`config.mk`:
```
export PLATFORM = sky130hd
export DESIGN_NAME = snake_state_packer
export DESIGN_NICKNAME = d
export VERILOG_FILES = /design/src/rtl/snake_state_packer.sv
export SDC_FILE = /design/constraint.sdc
export NUM_CORES = 2
export LEC_CHECK = 0
export CORE_AREA = 10 10 268 322
export DETAILED_ROUTE_END_ITERATION = 6
export DIE_AREA = 0 0 278 332
export PLACE_DENSITY = 0.71
export RECOVER_POWER = 25
export SYNTH_ARGS = -nofsm -noshare
export SYNTH_HDL_FRONTEND = slang
export SYNTH_SLANG_ARGS = --single-unit
```
`constraint.sdc`:
```
create_clock -name iVGA_CLK -period 3.9 [get_ports iVGA_CLK]
set_input_delay 0.78 -clock iVGA_CLK [delete_from_list [all_inputs] [get_ports iVGA_CLK]]
set_output_delay 0.78 -clock iVGA_CLK [all_outputs]
set_load 0.02 [all_outputs]
```
`src/rtl/snake_state_packer.sv`:
```
// snake_state_packer: shadow copy of the game state that the game logic
// writes, plus the live snake_data bus for vga_controller. The whole shadow
// moves to the live bus in a single cycle, at a vsync falling edge, and only
// after the writer has declared the frame consistent.
//
// state   | meaning
// --------+---------------------------------------------------------------
// IDLE    | writes accepted into the shadow; waiting for iFRAME_DONE
// PENDING | shadow frozen, writes dropped; waiting for a vsync falling edge
module snake_state_packer #(
  parameter int MAX_LEN     = 49,
  parameter int DIR_ENTRIES = 100
) (
  input  logic         iVGA_CLK,
  input  logic         iRST_n,
  input  logic         iVS_n,
  input  logic         iWE,
  input  logic [3:0]   iADDR,
  input  logic [31:0]  iWDATA,
  input  logic         iDIR_WE,
  input  logic [6:0]   iDIR_IDX,
  input  logic [1:0]   iDIR,
  input  logic         iFRAME_DONE,
  output logic         oREADY,
  output logic [487:0] oSNAKE_DATA,
  output logic         oCOMMIT,
  output logic [15:0]  oFRAME_CNT,
  output logic [7:0]   oDROP_CNT
);

  typedef enum logic {IDLE, PENDING} state_t;

  localparam logic [31:0] MAX_LEN_W = 32'(MAX_LEN);

  state_t         state_q, state_d;
  logic [487:0]   shadow_q, shadow_d;
  logic [487:0]   data_q, data_d;
  logic           commit_q, commit_d;
  logic [15:0]    frame_cnt_q, frame_cnt_d;
  logic [7:0]     drop_cnt_q, drop_cnt_d;
  logic           vs_q, vs_d;

  logic           vs_fall;
  logic           word_valid;
  logic           dir_valid;
  logic [1:0]     drop_inc;
  logic [8:0]     drop_sum;
  logic [31:0]    len_clamped;

  // Strobe qualification, length clamp and vsync edge detect.
  always_comb begin
    vs_fall     = vs_q & ~iVS_n;
    // Addresses 9..15 are outside the map, so writes there are neither stored nor counted.
    word_valid  = iWE & (iADDR <= 4'd8);
    dir_valid   = iDIR_WE & (int'(iDIR_IDX) < DIR_ENTRIES);
    drop_inc    = {1'b0, word_valid} + {1'b0, dir_valid};
    drop_sum    = {1'b0, drop_cnt_q} + {7'b0, drop_inc};
    len_clamped = (iWDATA > MAX_LEN_W) ? MAX_LEN_W : iWDATA;
  end

  // Next-state, shadow update, commit and counters.
  always_comb begin
    state_d     = state_q;
    shadow_d    = shadow_q;
    data_d      = data_q;
    commit_d    = 1'b0;
    frame_cnt_d = frame_cnt_q;
    drop_cnt_d  = drop_cnt_q;
    vs_d        = iVS_n;

    case (state_q)
      IDLE: begin
        if (iWE) begin
          case (iADDR)
            4'd0:    shadow_d[231:200] = iWDATA;
            4'd1:    shadow_d[263:232] = iWDATA;
            4'd2:    shadow_d[295:264] = len_clamped;
            4'd3:    shadow_d[327:296] = len_clamped;
            4'd4:    shadow_d[359:328] = iWDATA;
            4'd5:    shadow_d[391:360] = iWDATA;
            4'd6:    shadow_d[423:392] = iWDATA;
            4'd8:    shadow_d[487:456] = iWDATA;
            default: ;
          endcase
        end
        if (dir_valid) begin
          shadow_d[{iDIR_IDX, 1'b0} +: 2] = iDIR;
        end
        // A vsync edge this cycle is deliberately not acted on; the commit
        // waits for the next falling edge so the frame is fully settled.
        if (iFRAME_DONE) begin
          state_d = PENDING;
        end
      end
      PENDING: begin
        drop_cnt_d = drop_sum[8] ? 8'hFF : drop_sum[7:0];
        if (vs_fall) begin
          data_d      = shadow_q;
          commit_d    = 1'b1;
          frame_cnt_d = frame_cnt_q + 16'd1;
          state_d     = IDLE;
        end
      end
      default: state_d = IDLE;
    endcase
  end

  // State and datapath registers with synchronous active-low reset.
  always_ff @(posedge iVGA_CLK) begin
    if (!iRST_n) begin
      state_q     <= IDLE;
      shadow_q    <= '0;
      data_q      <= '0;
      commit_q    <= 1'b0;
      frame_cnt_q <= '0;
      drop_cnt_q  <= '0;
      vs_q        <= 1'b1;
    end else begin
      state_q     <= state_d;
      shadow_q    <= shadow_d;
      data_q      <= data_d;
      commit_q    <= commit_d;
      frame_cnt_q <= frame_cnt_d;
      drop_cnt_q  <= drop_cnt_d;
      vs_q        <= vs_d;
    end
  end

  assign oREADY      = (state_q == IDLE);
  assign oSNAKE_DATA = data_q;
  assign oCOMMIT     = commit_q;
  assign oFRAME_CNT  = frame_cnt_q;
  assign oDROP_CNT   = drop_cnt_q;

endmodule

```
==> flow_metrics.py <==
metrics = {
    "synthesis": {
        "avgSynthCellArea_sq_um": 8.38,
        "yosysWarningCount": 0,
        "syn_area_sq_um": 35700,
        "synth_edf_count": 0,
        "ys_types": 67,
        "ys_seq_area_share_pct": 56.3,
        "synth_flop_cell": "dfxtp_1",
        "synthArstFlopShare_pct": 0,
        "synth_nets": 4312,
        "synth-seq-cells": 1003,
        "syn-instance-count": 4257,
    },
    "floorplanning": {
        "start_util_pct": 44.6,
        "pin_count": 565,
        "dieWidth_microns": 278,
        "dieArea_sq_um": 92300,
        "die_y_microns": 332,
        "row_count": 114,
        "core_area_sq_um": 79900,
    },
    "timing": {
        "fin_crit_ps": 3410,
        "final-max-slew-violation-count": 961,
        "finalCritPeriodShare_pct": 87.6,
        "worst_pin_slew_ps": 2440,
        "rsz0062_at_grt": "no",
        "fin_setup_tns_ps": 0,
        "fmax_ghz": 0.293,
        "setup_viol": 0,
        "skew_ps": 19.9,
        "final_hold_viol_count": 0,
        "relSlewSlack_pct": -63.0,
    },
    "routing": {
        "drt_iter0_drc": 2631,
        "detail_route.wl_per_cell_microns": 20.4,
        "vias_per_cell": 5.30,
        "ant_nets": 0,
        "firstDrtPassIters": 6,
        "drc": 0,
        "wl_microns": 119000,
        "vias": 30900,
    },
    "grt": {
        "grt_max_degree": 183,
        "grt_pass1_wl_microns": 179000,
        "grt.overflow.total": 0,
        "grt_usage_pct": 24.5,
        "antenna_found_initial": 7,
        "grt_pass1_vias": 29000,
    },
    "outcome": {
        "violations": "max-capacitance violations, max-slew violations",
        "outcome": "finished, violations left",
    },
    "power": {
        "power_uw": 21100,
        "vdd_drop_max_mv": 0.293,
        "power_density_nw_per_um2": 461,
        "p_leak_uw": 0.0166,
    },
    "layout": {
        "fin_nets": 4754,
        "syn_to_final_growth_pct": 28.2,
        "final_common_cell": "nand2_1",
        "layout_common_cells": "nand2_1, dfxtp_1, a21oi_1",
        "drive_above_1_share_pct": 6.36,
        "post-route-util_pct": 57.2,
    },
    "cts": {
        "cts-buffers-inserted": 97,
        "clk_latency_ps": 660,
        "cts_hold_buf": 0,
        "cts_tree": "yes",
        "clk_pin_slew_ps": 60,
        "cts_buffer_depth": 3,
        "cts_resized": 0,
        "htree_levels": 3,
        "cts_root_buf": "clkbuf_16",
        "cts_setup_buffers": 0,
        "cts.sinks": 1003,
    },
    "placement": {
        "hpwlAfterDp_microns": 79000,
        "gp_congestion": 0.872,
        "portBuffers": 564,
    },
    "worst_setup_path": {
        "crit_path_end_kind": "flip-flop",
        "cp-start-kind": "input port",
        "path_class": "input port to flip-flop",
        "cp_data_required_time_ps": 4460,
        "crit_arrival_ps": 3970,
        "cp_max_fo": 100,
    },
    "job": {
        "max-cap-violations": 9,
    },
    "min_path": {
        "hp-class": "flip-flop to flip-flop",
    },
}
[critical path, cell delays in order]
cell             delay, ps
clkdlybuf4s50_1        440
and3b_4                490
clkbuf_2              1580
nand2_1                360
a21oi_1                210
[report_power, final]
group | total, uW | switching (uW) | internal [uW]
clock | 9870 | 4070 | 5800
combinational | 915 | 719 | 196
sequential | 10300 | 21.4 | 10300
[metal layers]
metal,GRT usage [%],share of wire (%),vias to the layer above
li1,-,-,14900
met1,29.7,40,14700
met2,40.5,48,1068
met3,6.57,8.4,219
met4,10.1,4.0,6
met5,0,0.039,-
[final timing paths]
kind | startpoint | endpoint | slack [ps] | cells past startpoint
min | flip-flop | oSNAKE_DATA[453]$_SDFFE_PN0P_ | 440 | 2
max | iVS_n | oSNAKE_DATA[373]$_SDFFE_PN0P_ | 490 | 5
min reg2reg | flip-flop | oSNAKE_DATA[453]$_SDFFE_PN0P_ | 440 | 2
max reg2reg | state_q$_SDFF_PN0_ | oSNAKE_DATA[373]$_SDFFE_PN0P_ | 550 | 5
[Yosys cell counts, drive strengths merged (2+ instances only)]
master   number  area, sq um
a2111oi       5          125
a211o         2         26.3
a211oi        9         67.6
a21o          2         15.0
a21oi       685         3430
a221o        12          120
a22oi         2         20.0
a2bb2oi       8         70.1
a32oi         4         35.0
and2         38          238
and3         71          444
and4          2         17.5
buf          25          119
clkbuf      297         1120
dfxtp      1003        20100
ha            3         37.5
inv           9         33.8
mux2          3         33.8
mux2i       200         2000
nand2      1577         5920
nand2b        9         56.3
nand3       106          531
nand4        10         62.6
nor2         60          225
nor2b         7         43.8
nor3         14         75.1
nor4          8         50.1
nor4b         2         17.5
nor4bb        2         20.0
o211ai        4         30.0
o21a          2         15.0
o21ai        23          119
or2           3         18.8
or3           7         43.8
or3b          2         17.5
or4           4         33.8
xnor2         9         78.8
xor2         11         96.3
[per-stage QoR]
step                worst slack, ps  area, sq um  hold WS, ps  cells
floorplan                       945        35700          427   4257
global placement                197        42400          435   5644
detailed placement              209        42400          439   5644
CTS                             654        45800          435   5823
global route                    347        45700          455   5823
finish                          486        45700          438   5826
[logic make-up after synthesis]
family / after synthesis / share of synthesized area [%]
fa+ha+maj: 4 / 0.161
flops: 1003 / 56.3
buf+inv: 331 / 3.56
compound gates: 769 / 11.7
mux: 203 / 5.71
xor+xnor: 20 / 0.491
simple gates: 1927 / 22.0
[cell type report]
type / instances / area, sq um
diodes: 3 / 7.51
clock inverters: 42 / 509
clock buffers: 137 / 2900
fillers: 7262 / 34200
flip-flops and latches: 1003 / 20100
inverters: 9 / 41.3
well taps: 1044 / 1310
multi-input cells: 2923 / 14400
repair buffers: 665 / 6470
No activity file was read; power rests on OpenSTA's default activity.
